`src/rtl/register_n.sv`:
```
// N-bit latch-every-cycle storage register with synchronous active-low clear.
// out is driven straight from the flops; there is no load enable and no hold mode.
module register_n #(
    parameter int             N           = 8,
    parameter logic [N-1:0]   RESET_VALUE = '0
) (
    output logic [N-1:0] out,
    input  logic [N-1:0] in,
    input  logic         clock,
    input  logic         reset
);

    if (N < 1) begin : g_width_check
        $fatal(1, "register_n: N must be at least 1");
    end

    logic [N-1:0] out_q;

    // Reset wins over data; in is ignored entirely while reset is low.
    always_ff @(posedge clock) begin
        if (!reset) begin
            out_q <= RESET_VALUE;
        end else begin
            out_q <= in;
        end
    end

    assign out = out_q;

    a_reset_loads: assert property (@(posedge clock) !reset |=> out == RESET_VALUE);
    a_data_loads:  assert property (@(posedge clock) reset |=> out == $past(in));

endmodule : register_n

```
`config.mk`:
```
export PLATFORM = sky130hd
export DESIGN_NAME = register_n
export DESIGN_NICKNAME = d
export VERILOG_FILES = /design/src/rtl/register_n.sv
export SDC_FILE = /design/constraint.sdc
export NUM_CORES = 1
export LEC_CHECK = 0
export ABC_AREA = 0
export BUFFER_PORTS_ARGS = -buffer_cell sky130_fd_sc_hd__buf_4
export CAP_MARGIN = 20
export CELL_PAD_IN_SITES_DETAIL_PLACEMENT = 1
export CELL_PAD_IN_SITES_GLOBAL_PLACEMENT = 2
export CORE_AREA = 4 4 41 43
export CTS_BUF_LIST = sky130_fd_sc_hd__clkbuf_4
export DETAILED_ROUTE_END_ITERATION = 6
export DIE_AREA = 0 0 45 47
export MAX_ROUTING_LAYER = met4
export PLACE_DENSITY = 0.6
export SLEW_MARGIN = 15
export SYNTH_ARGS = -nofsm -noshare
export SYNTH_HDL_FRONTEND = slang
export SYNTH_SLANG_ARGS = --single-unit
```
`constraint.sdc`:
```
create_clock -name clock -period 0.8 [get_ports clock]
set_clock_uncertainty 0.2 [all_clocks]
set_input_delay 0.12 -clock clock [delete_from_list [all_inputs] [get_ports clock]]
set_output_delay 0.12 -clock clock [all_outputs]
set_load 0.005 [all_outputs]
```
-- Word level (Yosys, flattened, before mapping)
Index checks and enable logic that the tools add are counted.
- register bits: 8
- word-level logic and storage cells: 1

-- Depth between registers and ports, before layout
Gate-level depths: netlist (run 1).
- depth in word-level cells: 0
- gate-level depth with buffers: 1

-- Worst setup path after synthesis (run 1)
No wires, ideal clock.
- path type: reg-to-output
- start point: register out_q[0] (netlist: out[0])
- end point: output out[0]
- cell stages (with the launch flop): 1
- path slack: 0.182 ns
- data required time: 0.480 ns
- arrival time: 0.298 ns
- cell sequence: dfxtp_1
- RTL lines (what ; line ; text):
    from (decl) ; 17 ; logic [N-1:0] out_q;
    from (signal assigned) ; 24 ; out_q <= in;
    to (decl) ; 7 ; output logic [N-1:0] out,
No word-level cell between the ends.

-- Final worst setup path (run 1)
- start point: register out_q[5] (netlist: out[5])
- end point: output out[5]
No word-level cell between the ends.

==> implementation parameters, run 1 <==
Parameter                              Value

Run status
  Status    complete, but fails checks
  Failing checks    hold timing, setup timing

Worst setup path
  Crit end category    output port
  Highest-delay cell along the critical path    sky130_fd_sc_hd__dfxtp_2
  Worst path bufs/invs    1
  Startpoint type of the worst setup path    flop
  Critical Path, Cell by Cell    buf_6
  CP Data Required Time    0.48 ns
  Stage delay of the slowest cell on the critical path    between 0.3 and 0.4 ns
  Arrival time of the worst setup path    about 0.66 ns
  Top cell family by delay on the critical path    flip-flops
  Peak fanout along the critical path    1
  Crit Path Class    reg -> out

Detailed routing
  Length of the first detailed-routing pass in iterations    1
  DRC    0
  Final Routed Wirelength    589 µm
  Via density    3.725
  Detail-routed net length per standard cell    between 10 and 15 µm
  Residual antenna-violating net count after detailed routing    0
  Total vias in the final route    190
  Drt initial violations    0

Layout
  Proportion of layout cells with a drive suffix above 1    75.00%
  Final cell count without fillers    roughly 50
  Register cell area after layout    roughly 170 µm²
  Filler cell count in the final layout    around 160
  Area of the multi-input gates    50.05 µm²
  Area growth, synth to finish    97.02%
  Number of flip-flops in the largest register    8
  Number of antenna repair diodes    0
  Number of nets in the finished design    48

Logic synthesis
  Compound-cell area share of the yosys netlist    0%
  Xor and xnor fraction of the mapped netlist area    0%
  Netlist area before placement    210.2 µm²
  Total of flip-flops plus latches after synthesis    8
  Cell variety after synth    2
  Mean instance size in the synthesized netlist    between 10 and 15 µm²
  Synthesized net count    26
  Gate count after technology mapping    16
  Simple logic cell fraction of the synthesized area    a little under a quarter
  Top area cells in the synthesized netlist    sky130_fd_sc_hd__dfxtp_1, sky130_fd_sc_hd__and2_1
  Fraction of synthesized area in multiplexers    0%
  Number of warning messages in the yosys log    0
  Leading area contributor after synthesis    sky130_fd_sc_hd__dfxtp_1
  Largest family of logic cells by synthesized area    simple AND/OR/NAND/NOR gates
  Share of synthesized cell area in full adder, half adder and majority cells    0%
  Part of the Yosys area used for sequential elements    76.19%
  Post-synth top area share    76.19%

Clock tree
  Number of buffers between clock root and the deepest sink    2
  Reg clk slew, reported paths    around 0.050 ns
  Clock root buffer master    sky130_fd_sc_hd__clkbuf_4
  CTS tree    yes
  Number of buffers created by CTS    3
  Number of sinks driven by the clock tree    8
  H-tree depth reported by CTS    1

Timing
  Slew at the pin closest to its max-slew limit    0.06444 ns
  Smallest hold slack    -0.1222 ns
  Slew headroom    95.70%
  Number of max-slew violations in the final report    0
  Min Clock Period, post-route    0.9830 ns
  Highest clock frequency the design can meet    approximately 1.0 GHz
  Setup TNS    -1.427 ns
  Post-route clock period utilization    122.9%
  RSZ-0062 raised after global routing    true
  Setup ws final    -0.1830 ns
  Hold Fails Final Rpt    8
  Final setup vio count    8

Floorplan
  Total die area    2115 µm²
  Total I/O pin count    18
  Die H    approximately 47 µm
  Effective utilization at floorplan    16.15%
  Die outline width    45 µm
  Number of core rows    13
  Placeable core region    1301 µm²

Power
  Sum of internal, switching and leakage power    roughly 820 µW
  Leakage power figure    ~0.19 nW
  Max rail drop VDD    851.4 µV
  Pwr per Cell Area    just under 2000 nW/µm²

Global routing
  Largest net degree at the start of global routing    9
  Wire length of the first global-routing pass    910 µm
  Vias in the first global route    220
  Congestion Overflow GR    0
  Number of antenna violations at the first check in global routing    0
  Global-route total usage across every layer    7.043%

Hold path
  Path type of the worst min-delay path    in -> reg

Job
  Number of max-cap violations    0

Placed design
  Pre-CTS worst setup slack    0.06846 ns
  Placed cell count    48
  Count of input and output buffers    17
  Placer Congestion    0.6775
[kinds of logic after synthesis]
kind of cell | Yosys count
flops | 8
simple gates | 8
[cells in the mapped netlist (all sizes together)]
cell,count
and2,8
dfxtp,8
[placed cells by master (no fill, tap or decap), drive strengths merged]
cell	n
buf	17
and2	8
dfxtp	8
clkbuf	3
[per-stage QoR]
step	instance area (µm²)	util, %
3_5_place_dp	356.6	27.40
6_report	414.1	31.83
3_3_place_gp	356.6	27.40
2_1_floorplan	210.2	-
4_1_cts	399.1	30.67
5_1_grt	414.1	31.83
[timing repair]
item | CTS | global route
endpoints found under the setup margin | 8 | 8
endpoints found under the hold margin | 8 | 8
buffers inserted | 0 | 0
resized for setup | 8 | 6
[worst paths after layout]
| check | to | cells past startpoint | from |
|---|---|---|---|
| hold / removal | out[6]$_SDFF_PN0_ | 2 | in[6] |
| setup / recovery | out[5] | 1 | out[5]$_SDFF_PN0_ |
[cell type report]
class	count	area share, %
Timing Repair Buffer	17	37.16
Multi-Input combinational cell	8	12.08
Tap cell	15	4.532
Sequential cell	8	40.79
Clock buffer	3	5.438
[per-layer routing]
metal	part of all wire (%)	vias to the layer above	GRT usage (%)
met3	17	0	3.065
met4	0	0	7.018
li1	-	89	-
met1	34	84	6.897
met2	49	17	10.17
met5	0	-	-
[where the power goes]
| part | switching [mW] | leakage [nW] | total (mW) | internal [mW] |
|---|---|---|---|---|
| clock | 0.118 | 0.0138 | 0.289 | 0.170 |
| sequential | 0.00947 | 0.0685 | 0.434 | 0.425 |
| combinational | 0.0229 | 0.112 | 0.0952 | 0.0723 |
| total | 0.151 | 0.195 | 0.818 | 0.667 |
Power figures use the tool's default switching activity.
==> inputs of run 2 (changes only) <==
- GPL_TIMING_DRIVEN: not set -> 1
- PLACE_DENSITY: 0.6 -> 0.62
- clock period: 0.8 -> 0.9 ns (I/O delays scaled with it)
==> run 2 against run 1 <==
Compared with the run above: the run still ends with hold timing, setup timing left; combinational power down 13%; critical path type unchanged; largest power group unchanged; wire length down 8.7%; flip-flop and latch count unchanged; first-iteration DRC count unchanged; global-route usage about the same; sequential power down 12%; worst setup slack better by 0.081 ns; utilization down 0.38 points; sequential share of layout area up 0.19 points; clock-buffer cell count unchanged; non-clock buffer count unchanged.
==> implementation parameters, run 2 (same netlist as run 1, synthesis figures left out) <==
Parameter                              Value

Detailed routing
  Final Routed Wirelength    538 µm
  Length of the first detailed-routing pass in iterations    1
  Via density    roughly 3.5
  Detail-routed net length per standard cell    10.55 µm
  Residual antenna-violating net count after detailed routing    0
  Drt initial violations    0
  Total vias in the final route    179
  DRC    0

Timing
  Final setup vio count    8
  Post-route clock period utilization    111.4%
  RSZ-0062 raised after global routing    true
  Slew headroom    95.80%
  Hold Fails Final Rpt    8
  Highest clock frequency the design can meet    0.9976 GHz
  Setup ws final    -0.1024 ns
  Min Clock Period, post-route    approximately 1.0 ns
  Smallest hold slack    -0.1102 ns
  Slew at the pin closest to its max-slew limit    between 0.06 and 0.07 ns
  Number of max-slew violations in the final report    0

Layout
  Number of nets in the finished design    48
  Area of the multi-input gates    50.05 µm²
  Area growth, synth to finish    94.64%
  Most common cell after layout, fill and taps aside    sky130_fd_sc_hd__buf_4
  Register cell area after layout    167.7 µm²
  Commonest cells after routing, fill and taps aside    sky130_fd_sc_hd__buf_4, sky130_fd_sc_hd__and2_1, sky130_fd_sc_hd__dfxtp_2, sky130_fd_sc_hd__buf_6, sky130_fd_sc_hd__clkbuf_4
  Number of antenna repair diodes    0
  Util after Layout    31.44%
  Proportion of layout cells with a drive suffix above 1    between 70 and 80%
  Filler cell count in the final layout    163
  Number of flip-flops in the largest register    8

Worst setup path
  Critical Path, Cell by Cell    buf_4
  Worst path bufs/invs    1
  Crit end category    output port
  Peak fanout along the critical path    1
  Highest-delay cell along the critical path    sky130_fd_sc_hd__dfxtp_1
  Top cell family by delay on the critical path    flip-flops
  Crit Path Class    reg -> out
  Arrival time of the worst setup path    0.67 ns
  Stage delay of the slowest cell on the critical path    0.30 ns
  CP Data Required Time    roughly 0.56 ns
  Startpoint type of the worst setup path    flop

Clock tree
  Reg clk slew, reported paths    0.05 ns
  Post-CTS Setup Repair Bufs    0
  Number of buffers between clock root and the deepest sink    2
  Number of buffers created by CTS    3
  Clock root buffer master    sky130_fd_sc_hd__clkbuf_4
  H-tree depth reported by CTS    1
  CTS tree    yes
  Number of sinks driven by the clock tree    8

Floorplan
  Number of core rows    13
  Total die area    around 2100 µm²
  Die outline width    between 40 and 50 µm
  Placeable core region    1301 µm²
  Die H    47 µm
  Effective utilization at floorplan    between 10% and 20%
  Total I/O pin count    18

Run status
  Status    complete, but fails checks
  Failing checks    hold timing, setup timing

Power
  Part of the power in the clock network    a little over a third
  Leakage power figure    just under 0.2 nW
  Switching power as a share of total power    19.29%
  Combinational cell fraction of total power    11.2%
  Max rail drop VDD    624.2 µV
  Seq pwr share    52.4%
  Pwr per Cell Area    1792 nW/µm²
  P_sw    around 140 µW
  Sum of internal, switching and leakage power    733.0 µW
  Total internal power    591.6 µW

Global routing
  Busiest metal layer after global routing    met2
  Number of antenna violations at the first check in global routing    0
  Largest net degree at the start of global routing    9
  Global-route total usage across every layer    7.038%
  Congestion Overflow GR    0
  Met2 Track Usage GR    7.910%
  Met3 Resource Use GR    under 10%
  Wire length of the first global-routing pass    around 900 µm
  Vias in the first global route    193
  Global Route met1 Usage    6.881%

Placed design
  Count of input and output buffers    17
  Placer Congestion    0.6433

Hold path
  Path type of the worst min-delay path    in -> reg

Job
  Number of max-cap violations    0
## run 2: worst paths after layout
| path | from | depth (start not counted) | endpoint |
|---|---|---|---|
| max | out[7]$_SDFF_PN0_ | 1 | out[7] |
| min | in[6] | 2 | out[6]$_SDFF_PN0_ |
## run 2: layout make-up
type                       instances  area share (%)
sequential                         8           40.98
tap                               15           4.587
clock buffer                       3           5.505
timing repair buffer              17           36.70
multi-input combinational          8           12.23
## run 2: through the flow
step,area [µm²],TNS (ns),hold slack [ns],std cells,worst slack (ns)
after floorplan,210.2,0,0.05671,16,0.2670
after global placement,356.6,0,0.1418,48,0.1608
after detailed placement,356.6,0,0.1470,48,0.1525
after CTS,389.1,-0.9530,-0.1227,51,-0.1234
after global routing,409.1,-1.123,-0.1309,51,-0.1484
final,409.1,-0.7814,-0.1102,51,-0.1024
## run 2: per-layer routing
metal  vias up  part of all wire (%)  routed length [µm]
met3         0                    20                 106
met1        74                    36                 195
met5         -                     0                   0
li1         89                     -                   -
met4         0                     0                   0
met2        16                    44                 236
## run 2: what timing repair did
action	4_1_cts	5_1_grt
gates resized for setup	4	8
endpoints found under the hold margin	8	8
endpoints found under the setup margin	8	8
pin swaps	0	0
## run 2: power by group through the flow
stage / Sequential (mW) / Clock, mW / Combinational [mW]
after global routing: 0.386 / 0.318 / 0.0918
after detailed placement: 0.386 / 0 / 0.0769
final: 0.384 / 0.267 / 0.0824
after floorplan: 0.389 / 0 / 0.0114
after CTS: 0.381 / 0.293 / 0.0797
after global placement: 0.386 / 0 / 0.0749
